$ cat src/rtl/pipe_stage_skid.sv
// Generic valid/ready pipeline stage register with optional two-entry skid buffer,
// synchronous flush and saturating stall/bubble counters.
module pipe_stage_skid #(
    parameter int WIDTH         = 256,
    parameter bit SKID          = 1'b1,
    parameter bit ZERO_ON_FLUSH = 1'b1,
    parameter int CNT_BITS      = 32
) (
    input  logic                clk,
    input  logic                rst,
    input  logic                flush,
    input  logic                in_valid,
    output logic                in_ready,
    input  logic [WIDTH-1:0]    in_data,
    output logic                out_valid,
    input  logic                out_ready,
    output logic [WIDTH-1:0]    out_data,
    output logic [1:0]          occupancy,
    output logic [CNT_BITS-1:0] stall_cnt,
    output logic [CNT_BITS-1:0] bubble_cnt
);

    typedef enum logic [1:0] {EMPTY = 2'd0, ONE = 2'd1, TWO = 2'd2} state_t;

    state_t           state, state_nxt;
    logic [WIDTH-1:0] main_q, skid_q, main_nxt, skid_nxt;
    logic             accept, consume;

    // With SKID=1 in_ready is a pure function of registered state, breaking the
    // out_ready->in_ready path; SKID=0 never reaches TWO.
    assign in_ready  = SKID ? (state != TWO) : (!out_valid || out_ready);
    assign out_valid = (state != EMPTY);
    assign out_data  = main_q;
    assign occupancy = state;
    assign accept    = in_valid && in_ready;
    assign consume   = out_valid && out_ready;

    always_ff @(posedge clk) begin
        if (rst) state <= EMPTY;
        else     state <= state_nxt;
    end

    always_ff @(posedge clk) begin
        if (rst && ZERO_ON_FLUSH) begin
            main_q <= '0;
            skid_q <= '0;
        end else begin
            main_q <= main_nxt;
            skid_q <= skid_nxt;
        end
    end

    always_comb begin
        state_nxt = state;
        main_nxt  = main_q;
        skid_nxt  = skid_q;
        unique case (state)
            EMPTY: if (accept) begin
                state_nxt = ONE;
                main_nxt  = in_data;
            end
            ONE: begin
                if (accept && consume) begin
                    main_nxt = in_data;
                end else if (accept) begin
                    state_nxt = TWO;
                    skid_nxt  = in_data;
                end else if (consume) begin
                    state_nxt = EMPTY;
                end
            end
            TWO: if (consume) begin
                state_nxt = ONE;
                main_nxt  = skid_q;
            end
            default: state_nxt = EMPTY;
        endcase
        // Flush overrides the handshake; anything accepted this cycle is lost.
        if (flush) begin
            state_nxt = EMPTY;
            if (ZERO_ON_FLUSH) begin
                main_nxt = '0;
                skid_nxt = '0;
            end
        end
    end

    always_ff @(posedge clk) begin
        if (rst) begin
            stall_cnt  <= '0;
            bubble_cnt <= '0;
        end else begin
            if (out_valid && !out_ready && stall_cnt != '1)
                stall_cnt <= stall_cnt + CNT_BITS'(1);
            if (!out_valid && out_ready && bubble_cnt != '1)
                bubble_cnt <= bubble_cnt + CNT_BITS'(1);
        end
    end

endmodule
$ cat config.mk
export PLATFORM = sky130hd
export DESIGN_NAME = pipe_stage_skid
export DESIGN_NICKNAME = d
export VERILOG_FILES = /design/src/rtl/pipe_stage_skid.sv
export SDC_FILE = /design/constraint.sdc
export NUM_CORES = 1
export LEC_CHECK = 0
export BUFFER_PORTS_ARGS = -buffer_cell sky130_fd_sc_hd__buf_2
export CAP_MARGIN = 5
export CORE_MARGIN = 1.5
export CORE_UTILIZATION = 43
export DETAILED_ROUTE_END_ITERATION = 10
export PLACE_DENSITY = 0.65
export SKIP_CTS_REPAIR_TIMING = 1
export SYNTH_ARGS = -nofsm -noshare
export SYNTH_HDL_FRONTEND = slang
export SYNTH_SLANG_ARGS = --single-unit
$ cat constraint.sdc
create_clock -name clk -period 3.3 [get_ports clk]
set_clock_uncertainty 0.2 [all_clocks]
set_input_delay 0.165 -clock clk [delete_from_list [all_inputs] [get_ports clk]]
set_output_delay 0.165 -clock clk [all_outputs]
set_load 0.01 [all_outputs]
After elaboration in Yosys (flattened, before gate mapping)
Index checks and enable logic that the tools add are counted.
{"block": "word_totals", "regBits": 578, "wordCells": 44, "output_inout_bits": 324, "input_bits": 261}
{"block": "op_classes", "eq_ne": 10, "n_reduce_logical": 16, "add_sub_neg": 2, "bitwise": 1, "mux": 10}
{"cell": "256-bit 2-to-1 mux", "n": 3}
{"cell": "256-bit one-hot mux with 3 select lines", "n": 1}
{"cell": "32-bit by 1-bit adder with 32-bit output, second input constant", "n": 2}
{"cell": "32-bit != test, second input constant", "n": 2}
{"cell": "2-bit 2-to-1 mux", "n": 5}
{"cell": "2-bit != test, second input constant", "n": 5}
{"cell": "4-bit AND reduction", "n": 2}
{"cell": "1-bit logical AND", "n": 7}
{"cell": "2-bit one-hot mux with 3 select lines", "n": 1}
{"cell": "3-bit != test, second input constant", "n": 1}
{"cell": "3-bit AND reduction", "n": 1}
{"cell": "3-bit nonzero test", "n": 1}
{"cell": "2-bit by 1-bit equality test with 1-bit output, second input constant", "n": 1}
{"cell": "2-bit equality test, second input constant", "n": 1}
{"cell": "1-bit logical NOT", "n": 2}
{"cell": "2-bit logical NOT", "n": 1}
{"cell": "2-bit nonzero test", "n": 1}
{"cell": "2-bit OR reduction", "n": 1}
{"cell": "1-bit inverter", "n": 1}

Longest topological paths before layout
{"block": "depth", "word_depth": 6, "mapped_depth": 8}

Worst setup path before layout
OpenSTA, ideal clock, no wires.
{"block": "synth_path", "path_type": "reg-to-reg", "start": "reg stall_cnt[0]", "end": "reg stall_cnt[26]", "t_required_ns": 3.030, "path_slack_ns": 0.609, "n_path_buf": 1, "arrival_ns": 2.421, "stages_incl_launch_ff": 8, "path_cell_list": "dfxtp_1 -> ha_1 -> nand4_2 -> or4_4 -> or4b_1 -> buf_2 -> or3_1 -> a21oi_1"}
{"block": "synth_between", "elab_chain_cells": 2}
{"item": "start, declared", "line_no": "19", "rtl": "output logic [CNT_BITS-1:0] stall_cnt,"}
{"item": "start signal, assigned", "line_no": "94", "rtl": "stall_cnt <= stall_cnt + CNT_BITS'(1);"}
{"item": "branches (longest 2 deep; another with 32-bit by 1-bit adder with 32-bit output)"}
Several ways; the timed one is not identified.
A chain may end at the register's enable or synchronous reset.

Worst setup path after layout
Ends and elaborated chain as after synthesis.

==> flow_metrics.env <==
export IMPL_status="finished, final reports clean"
export IMPL_synth_fp_nets=3206
export IMPL_grt_pass1_wl_um=109000
export IMPL_synth_area_top_cells="dfxtp_1, nand2_1, a311oi_1, a21oi_1, nor2_1"
export IMPL_wl_met1_um=30000
export IMPL_synth_edf_count=0
export IMPL_p_seq_frac=0.460
export IMPL_num_rows=84
export IMPL_port_buffer_count=584
export IMPL_synthArstFlopShare=0
export IMPL_p_int_mw=12.0
export IMPL_cts_buffers=59
export IMPL_place_congestion=0.918
export IMPL_clkPwrFrac=0.447
export IMPL_dp_hpwl_um=47300
export IMPL_vdd_drop_max_uv=364
export IMPL_syn_area_per_cell_um2=7.75
export IMPL_synth_yosys_seq_area_share=0.507
export IMPL_drt_first_pass_iters=5
export IMPL_worstMarginPinSlew_ns=0.810
export IMPL_synth_ff_type="dfxtp_1"
export IMPL_grt_antenna_before_repair=10
export IMPL_max_stage_delay_ns=0.65
export IMPL_synth_top_area_frac=0.507
export IMPL_grt_pass1_vias=20300
export IMPL_syn_to_final_growth_pct=35.5
export IMPL_rsz0062_at_grt="no"
export IMPL_critPathMaxFanout=7
export IMPL_cp_data_required_time_ns=3.62
export IMPL_htreeDepth=2
export IMPL_wl_um=74000
export IMPL_mostFrequentLayoutCell="nand2_1"
export IMPL_avgRoutedWirePerCell_um=16.9
export IMPL_clock_path_buffers=3
export IMPL_overflow=0
export IMPL_max_freq_mhz=349
export IMPL_drive_above_1_share=0.203
export IMPL_cts_tree="done"
export IMPL_vias=23700
export IMPL_cts_clk_slew_worst_paths_ns=0.06
export IMPL_setup_viol=0
export IMPL_worstHoldPathType="primary input to flop"
export IMPL_vias_per_cell=5.39
export IMPL_top_layer="met5"
export IMPL_crit_chain="ha_1 -> nand4_2 -> or4_4 -> or4b_1 -> or3_1 -> a21oi_1"
export IMPL_clk_latency_ns=0.60
export IMPL_maxCapViolations=0
export IMPL_drc=0
export IMPL_period_share=0.868
export IMPL_syn_inst=2943
export IMPL_core_area_um2=52600
export IMPL_utilization=0.588
export IMPL_critical_path_class="flop to flop"
export IMPL_layout_min_cycle_time_ns=2.87
export IMPL_final_max_slew_viol_count=0
export IMPL_grt_max_degree=138
export IMPL_power_frac_comb=0.093
export IMPL_cp_start_kind="flop"
export IMPL_cp_startpoint="stall_cnt[0]$_SDFFE_PP0P_"
export IMPL_power_share_switching=0.237
export IMPL_crit_family="simple AND/OR/NAND/NOR gates"
export IMPL_die_width_um=233
export IMPL_syn_area_um2=22800
export IMPL_io_pins=585
export IMPL_endpoint_kind="flop"
export IMPL_p_leak_nw=12.5
export IMPL_drtIter0Drc=1753
export IMPL_crit_buf_inv=0
export IMPL_power_density_nw_per_um2=510
export IMPL_yosys_warnings=0
export IMPL_routed_wl_met2_um=36000
export IMPL_final_nets=3906
export IMPL_grt_usage=0.247
export IMPL_relSlewSlack=0.460
export IMPL_cp_slowest_cell="or4b_1"
export IMPL_p_sw_mw=3.74
export IMPL_die_area_um2=54500
export IMPL_layout_common_cells="nand2_1, buf_2, dfxtp_1, a21oi_1, nor2_1"
export IMPL_yosysUniqueCellTypes=55
export IMPL_cp_arrival_ns=3.18
export IMPL_hold_viol=0
export IMPL_clock_sinks=578
export IMPL_cts_root_buf="clkbuf_16"
export IMPL_synth_top_area_cell="dfxtp_1"
export IMPL_fp_dieH_um=233
export IMPL_postRouteAntennaNets=0
export IMPL_ys_seq_elements=578
export IMPL_hp_start="rst"
export IMPL_initial_utilization=0.434
export IMPL_fin_setup_tns_ns=0
export IMPL_wl_met3_um=5430
export IMPL_r2r_start="stall_cnt[0]$_SDFFE_PP0P_"
==> state kept, by name, summed over array words and instances, names as in the netlist <==
| signal | cells |
|---|---|
| bubble_cnt | 32 |
| stall_cnt | 32 |
| skid_q | 256 |
| out_data | 256 |
| occupancy | 2 |
==> logic make-up (layout without fill, tap and decap cells) <==
kind of cell / count (synthesis) / count (layout) / share of synthesized area
buffers and inverters: 254 / 1000 / 0.0434
AND/OR/NAND/NOR: 1469 / 1469 / 0.259
AO/OA/AOI/OAI: 625 / 625 / 0.184
multiplexers: 5 / 5 / 0.00241
flip-flops: 578 / 578 / 0.507
other: 0 / 10 / 0
XOR/XNOR: 10 / 10 / 0.00384
adder cells (fa/ha/maj): 2 / 2 / 0.00110
==> tightest hold or removal path, cell delays in order <==
cell and delay (ns):
buf_2 0.10, buf_4 0.32, nor2_1 0.17
==> Yosys cell counts (2+ instances only) <==
master    number
nand4_1       17
clkbuf_1     230
inv_1          8
buf_4          2
ha_1           2
o311ai_0       2
xor2_1         6
or2_2          5
nand4b_1       2
mux2_2         4
nand2_1     1050
and3_2         2
or3_1         25
nor4_1         8
buf_2          4
o31a_1         2
o31ai_1       20
nand4_2        2
a311oi_1     256
dfxtp_1      578
or4_1         21
nor2_1       286
nand2b_1       3
nor2b_1        8
a21o_1         2
a21oi_1      306
o21ai_0       27
and4_1         6
nand3_1       23
a211oi_1       2
buf_1          6
and3_1         2
xnor2_1        4
==> final timing paths <==
| kind | endpoint | cells past startpoint | slack, ns |
|---|---|---|---|
| setup / recovery | stall_cnt[26]$_SDFFE_PP0P_ | 6 | 0.43 |
| setup reg to reg | stall_cnt[26]$_SDFFE_PP0P_ | 6 | 0.43 |
| hold reg to reg | skid_q[107]$_SDFFE_PP0P_ | 2 | 0.25 |
| hold / removal | stall_cnt[16]$_SDFFE_PP0P_ | 3 | 0.01 |
==> power by group through the flow <==
stage	Clock, mW	Combinational [mW]	Sequential [mW]
6_report	7.05	1.46	7.25
5_1_grt	7.44	1.60	7.26
4_1_cts	7.16	1.20	7.24
3_5_place_dp	0	1.20	7.40
3_3_place_gp	0	1.17	7.39
2_1_floorplan	0	0.566	7.46
==> metrics by stage <==
step	cell area (um^2)	worst slack (ns)	total power [mW]	cells	hold slack, ns
floorplan	22800	0.609	8.02	2943	0.101
global placement	26300	0.539	8.56	4012	0.216
detailed placement	26300	0.460	8.59	4012	0.223
CTS	28300	0.433	15.6	4119	-0.435
global route	30900	0.321	16.3	4387	0.0286
finish	30900	0.434	15.8	4387	0.0120
==> metal layers <==
| layer | GRT usage | up-vias |
|---|---|---|
| met4 | 0.117 | 2 |
| met5 | 0 | - |
| met1 | 0.301 | 11200 |
| met2 | 0.400 | 824 |
| met3 | 0.0701 | 158 |
| li1 | - | 11500 |
==> final cells by class <==
cell class,instances,area (um^2)
timing repair buffer,884,6060
inverter,9,41.3
tap,688,861
fill,4706,21600
antenna,10,25.0
clock buffer,84,1720
sequential,578,11600
multi-input combinational,2111,10300
clock inverter,23,334
No activity file was read; power rests on OpenSTA's default activity.
